**config.mk**
```make
export PLATFORM = sky130hd
export DESIGN_NAME = tlb_table
export DESIGN_NICKNAME = d
export VERILOG_FILES = /design/src/rtl/tlb_pkg.sv /design/src/rtl/tlb_random_counter.sv /design/src/rtl/tlb_table.sv
export SDC_FILE = /design/constraint.sdc
export NUM_CORES = 2
export LEC_CHECK = 0
export BUFFER_PORTS_ARGS = -buffer_cell sky130_fd_sc_hd__buf_2
export CAP_MARGIN = 10
export CORE_AREA = 3 3 508 510
export DETAILED_ROUTE_END_ITERATION = 6
export DIE_AREA = 0 0 511 513
export PLACE_DENSITY = 0.39
export SETUP_SLACK_MARGIN = 0.1
export SLEW_MARGIN = 10
export SYNTH_ARGS = -nofsm -noshare
export SYNTH_HDL_FRONTEND = slang
export SYNTH_SLANG_ARGS = --single-unit
export TNS_END_PERCENT = 5
```
**constraint.sdc**
```tcl
create_clock -name clk -period 9.05 [get_ports clk]
set_input_delay 2.2625 -clock clk [delete_from_list [all_inputs] [get_ports clk]]
set_output_delay 2.2625 -clock clk [all_outputs]
set_load 0.05 [all_outputs]
```
**src/rtl/tlb_pkg.sv**
```systemverilog
// rtl/tlb_pkg.sv - Shared TLB constants, entry layout and enums
// Purpose: common definitions for the TLB table and the lookup path.
// Contents: entry count, entry field offsets, 71-bit entry type, CP0 TLB op codes, table FSM states.
package tlb_pkg;

    localparam int TLB_ENTRIES = 16;
    localparam int TLB_IDX_W   = 4;
    localparam int TLB_ENTRY_W = 71;

    localparam int VPN2_HI = 70;
    localparam int VPN2_LO = 52;
    localparam int PFN1_HI = 51;
    localparam int PFN1_LO = 28;
    localparam int D1      = 27;
    localparam int V1      = 26;
    localparam int PFN0_HI = 25;
    localparam int PFN0_LO = 2;
    localparam int D0      = 1;
    localparam int V0      = 0;

    typedef logic [TLB_ENTRY_W-1:0] tlb_entry_t;

    typedef enum logic [1:0] {
        TLBR  = 2'b00,
        TLBWI = 2'b01,
        TLBWR = 2'b10,
        TLBP  = 2'b11
    } tlb_op_e;

    typedef enum logic {
        ST_IDLE = 1'b0,
        ST_SCAN = 1'b1
    } tlb_state_e;

endpackage

```
**src/rtl/tlb_random_counter.sv**
```systemverilog
// rtl/tlb_random_counter.sv - CP0 Random register, wraps above Wired
// Purpose: free-running down counter used as the TLBWR replacement index.
// Ports: clk, rst_n (sync, active-low), wired_i (CP0 Wired), wired_we (Wired write strobe),
//        random_o (current Random value, 15 after reset).
module tlb_random_counter
    import tlb_pkg::*;
(
    input  logic                 clk,
    input  logic                 rst_n,
    input  logic [TLB_IDX_W-1:0] wired_i,
    input  logic                 wired_we,
    output logic [TLB_IDX_W-1:0] random_o
);

    logic [TLB_IDX_W-1:0] r_random;

    // Reloading whenever Random is at or below Wired keeps the wired entries
    // out of the replacement range, and pins Random at 15 when Wired is 15.
    always_ff @(posedge clk) begin
        if (!rst_n) begin
            r_random <= '1;
        end else if (wired_we || (r_random <= wired_i)) begin
            r_random <= '1;
        end else begin
            r_random <= r_random - 4'd1;
        end
    end

    assign random_o = r_random;

endmodule

```
**src/rtl/tlb_table.sv**
```systemverilog
// rtl/tlb_table.sv - 16-entry TLB entry store with TLBR/TLBWI/TLBWR/TLBP engine
// Purpose: holds the TLB entries for the lookup path and executes CP0 TLB ops.
// Ports: clk, rst_n (sync, active-low); op_valid/op_ready/op request handshake;
//        index_i, entry_i, wired_i, wired_we inputs; done, rd_entry, probe_index,
//        probe_miss registered results; random_o; entries (packed, entry i at [71*i +: 71]).
module tlb_table
    import tlb_pkg::*;
#(
    parameter int N_ENTRIES = TLB_ENTRIES
) (
    input  logic                             clk,
    input  logic                             rst_n,
    input  logic                             op_valid,
    output logic                             op_ready,
    input  logic [1:0]                       op,
    input  logic [TLB_IDX_W-1:0]             index_i,
    input  logic [TLB_ENTRY_W-1:0]           entry_i,
    input  logic [TLB_IDX_W-1:0]             wired_i,
    input  logic                             wired_we,
    output logic                             done,
    output logic [TLB_ENTRY_W-1:0]           rd_entry,
    output logic [TLB_IDX_W-1:0]             probe_index,
    output logic                             probe_miss,
    output logic [TLB_IDX_W-1:0]             random_o,
    output logic [TLB_ENTRY_W*N_ENTRIES-1:0] entries
);

    tlb_state_e           r_state, w_state_n;
    tlb_entry_t           r_entries [TLB_ENTRIES];
    logic [TLB_IDX_W-1:0] r_j, w_j_n;
    logic [18:0]          r_vpn, w_vpn_n;
    logic                 r_done, w_done_n;
    tlb_entry_t           r_rd, w_rd_n;
    logic [TLB_IDX_W-1:0] r_pidx, w_pidx_n;
    logic                 r_pmiss, w_pmiss_n;
    logic                 w_we;
    logic [TLB_IDX_W-1:0] w_waddr;
    logic [TLB_IDX_W-1:0] w_random;

    tlb_random_counter u_random (
        .clk      (clk),
        .rst_n    (rst_n),
        .wired_i  (wired_i),
        .wired_we (wired_we),
        .random_o (w_random)
    );

    always_ff @(posedge clk) begin
        if (!rst_n) begin
            r_state <= ST_IDLE;
            r_j     <= '0;
            r_vpn   <= '0;
            r_done  <= 1'b0;
            r_rd    <= '0;
            r_pidx  <= '0;
            r_pmiss <= 1'b0;
            for (int i = 0; i < TLB_ENTRIES; i++) begin
                r_entries[i] <= '0;
            end
        end else begin
            r_state <= w_state_n;
            r_j     <= w_j_n;
            r_vpn   <= w_vpn_n;
            r_done  <= w_done_n;
            r_rd    <= w_rd_n;
            r_pidx  <= w_pidx_n;
            r_pmiss <= w_pmiss_n;
            if (w_we) begin
                r_entries[w_waddr] <= entry_i;
            end
        end
    end

    always_comb begin
        w_state_n = r_state;
        w_j_n     = r_j;
        w_vpn_n   = r_vpn;
        w_done_n  = 1'b0;
        w_rd_n    = r_rd;
        w_pidx_n  = r_pidx;
        w_pmiss_n = r_pmiss;
        w_we      = 1'b0;
        w_waddr   = index_i;
        case (r_state)
            ST_IDLE: begin
                if (op_valid) begin
                    case (tlb_op_e'(op))
                        TLBR: begin
                            w_rd_n   = r_entries[index_i];
                            w_done_n = 1'b1;
                        end
                        TLBWI: begin
                            w_we     = 1'b1;
                            w_done_n = 1'b1;
                        end
                        TLBWR: begin
                            w_we     = 1'b1;
                            w_waddr  = w_random;
                            w_done_n = 1'b1;
                        end
                        default: begin
                            w_vpn_n   = entry_i[VPN2_HI:VPN2_LO];
                            w_j_n     = '0;
                            w_state_n = ST_SCAN;
                        end
                    endcase
                end
            end
            default: begin
                // One comparator walked across the array; the first match ends
                // the scan so the lowest matching index is reported.
                if (r_entries[r_j][VPN2_HI:VPN2_LO] == r_vpn) begin
                    w_pidx_n  = r_j;
                    w_pmiss_n = 1'b0;
                    w_done_n  = 1'b1;
                    w_state_n = ST_IDLE;
                end else if (r_j == 4'(TLB_ENTRIES - 1)) begin
                    w_pidx_n  = '0;
                    w_pmiss_n = 1'b1;
                    w_done_n  = 1'b1;
                    w_state_n = ST_IDLE;
                end else begin
                    w_j_n = r_j + 4'd1;
                end
            end
        endcase
    end

    genvar g;
    generate
        for (g = 0; g < N_ENTRIES; g++) begin : g_entries
            assign entries[TLB_ENTRY_W*g +: TLB_ENTRY_W] = r_entries[g];
        end
    endgenerate

    assign op_ready    = (r_state == ST_IDLE);
    assign done        = r_done;
    assign rd_entry    = r_rd;
    assign probe_index = r_pidx;
    assign probe_miss  = r_pmiss;
    assign random_o    = w_random;

endmodule

```
==> key figures <==
Timing
  • Fmax: around 0.18 GHz
  • Fin. max-slew vios: 0
  • WHS: 461 ps
  • Period utilization: 60.4%
  • # setup viols final: 0
  • Final Hold Fails: 0
  • Slew @ Worst Pin: ~1200 ps
  • Final setup TNS: 0 ps
  • Rel. slew slack: around 18%
  • Min Clock Period, post-route: 5460 ps
  • Clk_skew: 47.4 ps
  • RSZ-0062 raised after global routing: no

Clock tree
  • Post-CTS setup buffer count: 0
  • Clock sink count: 1245
  • CTS tree: yes
  • CTS Hold Bufs: 0
  • Clock Path Buffers: 3
  • Total CTS buffers: 154
  • Clk pin slew, worst setup/hold paths: 60 ps
  • Clk_lat worst skew: between 800 and 900 ps
  • Root Buffer Master: clkbuf_16
  • Post-cts gate resize count: 0
  • H-tree levels: 4

Finish
  • Area delta synth->final: 26.9%
  • FILL cells: about 26000
  • Non-filler cells, final: 8437
  • FF+latch area: 0.0363 sq mm
  • Nets@finish: 5005
  • Design Area, Final: 0.0732 sq mm
  • Share of layout cells above drive strength 1: 41.3%
  • Footprint of the multi-input gates: 0.0203 sq mm

Drt
  • Total number of vias: roughly 40000
  • Drt wl/cell: around 38 um
  • Drt via density: 4.76
  • Post-route DRC: 0
  • Routed WL: ~320000 um
  • DRT antenna net count: 0
  • Drt pass-1 iters: 6
  • Initial DRC count: 3976

Floorplanning
  • Io pins: 1303
  • Overall die height: roughly 510 um
  • Core area: 0.254 sq mm
  • Die Wd: 511 um
  • FP Rows: roughly 190
  • Die area: 0.262 sq mm
  • Starting Density: 22.7%

Global route
  • Initial antenna violation count: 37
  • Largest net degree at the start of global routing: 77
  • Global Route Usage Sum: 23.6%
  • Vias in the first global route: a little over 40000
  • First-pass GRT wire length: 419000 um
  • GRT overflow: 0

Synthesis
  • Mux contribution to synthesized area: 17.6%
  • Sequential area share after synthesis: 62.9%
  • Simple-gate share of the synthesized area: 14.5%
  • Primary FF master, synth: edfxtp_1
  • Warnings, synthesis: 0
  • Synth Area in XOR/XNOR: 0.456%
  • Yosys cell types: 51
  • Post-synth EDFFs: 1136
  • Synthesized area: a little under 0.06 sq mm
  • Post-synth ARST share: 0%
  • Gate Count Post-Synth: 3688
  • Main combinational cell family by area after synthesis: multiplexers
  • Post-synthesis compound-gate area fraction: 1.89%
  • Yosys reg bits: between 1000 and 1500
  • Synth Area in Adders: 0.195%
  • Syn avg cell area: 15.6 sq um
  • Net Count, Synth: 3782

Setup path
  • Crit path kind: in2reg
  • R2R Setup Slk: 4410 ps
  • Slowest stage delay, CP: 830 ps
  • CP max stage cell: nand2b_4
  • CP delay by family, top: simple AND/OR/NAND/NOR gates
  • Max FO, Critical Path: 45
  • Worst-path cell chain: buf_2, inv_1, nor2_1, nand2_1, mux2i_1, nor3b_1, and3_4, nand2b_4, buf_4
  • Startpoint types: input pin
  • Req. time, crit path: 9470 ps
  • Critical path buffers and inverters: 3
  • Crit path DAT: 5890 ps
  • CP Capture Type: register

Placement
  • Dpl cells: 8121
  • Post-DP HPWL: 232000 um
  • IO Port Bufs: 1302
  • Placed inst area: 0.0682 sq mm
  • Placer Congestion: 0.846

Power and ir drop
  • Peak supply drop: 0.000134 V
  • PwrDens: 203 mW/mm^2
  • Leakage power total: 28.8 nW

Job
  • Max Cap Viol: 0

Status
  • Outcome: finished, final reports clean

Worst hold path
  • Worst hold-check path type: reg2reg
kinds of logic after synthesis:
logic type | count (synthesis)
adders and majority gates | 9
and+or+nand+nor | 1424
buffers and inverters | 344
AOI/OAI and AO/OA | 147
DFF | 1245
xor gates and xnor gates | 30
muxes | 489
cells in the final DEF, fill, tap and decap left out, drive strengths merged, types with 12 or more instances in the layout:
cell | Yosys | routed
buf | 50 | 1400
edfxtp | 1136 | 1136
and2 | 1068 | 1068
mux4 | 419 | 419
nand2 | 211 | 211
clkbuf | 284 | 209
dfxtp | 109 | 109
a21boi | 90 | 90
and3 | 79 | 79
clkinv | 0 | 65
mux2i | 58 | 58
diode | 0 | 30
nor2 | 24 | 24
xnor2 | 22 | 22
o21ai | 19 | 19
inv | 10 | 15
mux2 | 12 | 12
layout make-up:
| cell class | instances | share of cell area [%] |
|---|---|---|
| diodes | 30 | 0.103 |
| clock buffers | 208 | 5.71 |
| clock inverters | 78 | 0.957 |
| inverters | 10 | 0.0513 |
| multi-input cells | 2099 | 27.7 |
| flip-flops and latches | 1245 | 49.6 |
| well taps | 3366 | 5.75 |
| repair buffers | 1401 | 10.1 |
per-layer routing:
metal  vias up  share of wire (%)  track usage [%]
met5         -             0.0022                0
met4         2                3.0             6.58
met3       308                8.3             7.08
met2      2065                 49             40.2
met1     21500                 40             29.0
li1      16300                  -                -
flip-flops by register name, summed over array words and instances, names as in the netlist, named ones only:
name	count
r_entries	1136
rd_entry	71
r_vpn	19
probe_index	4
r_j	4
u_random.random_o	4
done	1
probe_miss	1
r_state	1
tightest hold or removal path, stage by stage (launching register included):
cell and delay [ps]:
dfxtp_1 300, nand2_1 50, a21boi_0 60
through the flow:
stage,util (%),worst slack [ps],power (W)
6_report,28.8,3590,0.0149
5_1_grt,28.8,3340,0.0153
4_1_cts,28.8,3530,0.0150
3_5_place_dp,26.9,2650,0.00889
3_3_place_gp,26.8,2440,0.00890
2_1_floorplan,-,88.1,0.00804
final timing paths:
kind,startpoint,end,cells after the start
max,op_valid,r_entries[2][67]$_SDFFCE_PN0P_,9
min,rd_entry[28]$_SDFFE_PN0P_,rd_entry[28]$_SDFFE_PN0P_,2
max reg2reg,register,probe_index[2]$_SDFFE_PN0P_,9
min reg2reg,rd_entry[28]$_SDFFE_PN0P_,rd_entry[28]$_SDFFE_PN0P_,2
cell usage after synthesis (3+ instances only):
master,instances,area (sq um)
a211oi_1,3,22.5
a21boi_0,90,676
a21oi_1,3,15.0
a221oi_1,4,35.0
a41o_1,4,40.0
and2_1,1068,6680
and3_1,79,494
buf_1,27,101
buf_2,9,45.0
buf_4,5,37.5
buf_6,8,90.1
clkbuf_1,284,1070
dfxtp_1,109,2180
edfxtp_1,1136,34100
ha_1,9,113
inv_1,10,37.5
mux2_2,12,135
mux2i_1,58,581
mux4_1,5,131
mux4_2,414,9320
nand2_1,211,792
nand2b_1,8,50.1
nand3_1,10,50.1
nand4_1,4,25.0
nor2_1,24,90.1
nor2b_1,6,37.5
nor3_1,5,25.0
o211ai_1,4,30.0
o21ai_0,19,95.1
o22ai_1,3,18.8
xnor2_1,22,193
xor2_1,8,70.1
power by group:
part           switching (W)  total (W)  leakage [nW]  internal, W
registers           0.000236    0.00672          12.7      0.00649
clock network        0.00272    0.00611          2.36      0.00339
logic                0.00154    0.00202          13.8     0.000479
total                0.00450     0.0149          28.8       0.0104
Note: power is estimated with default switching activity, not from simulation.
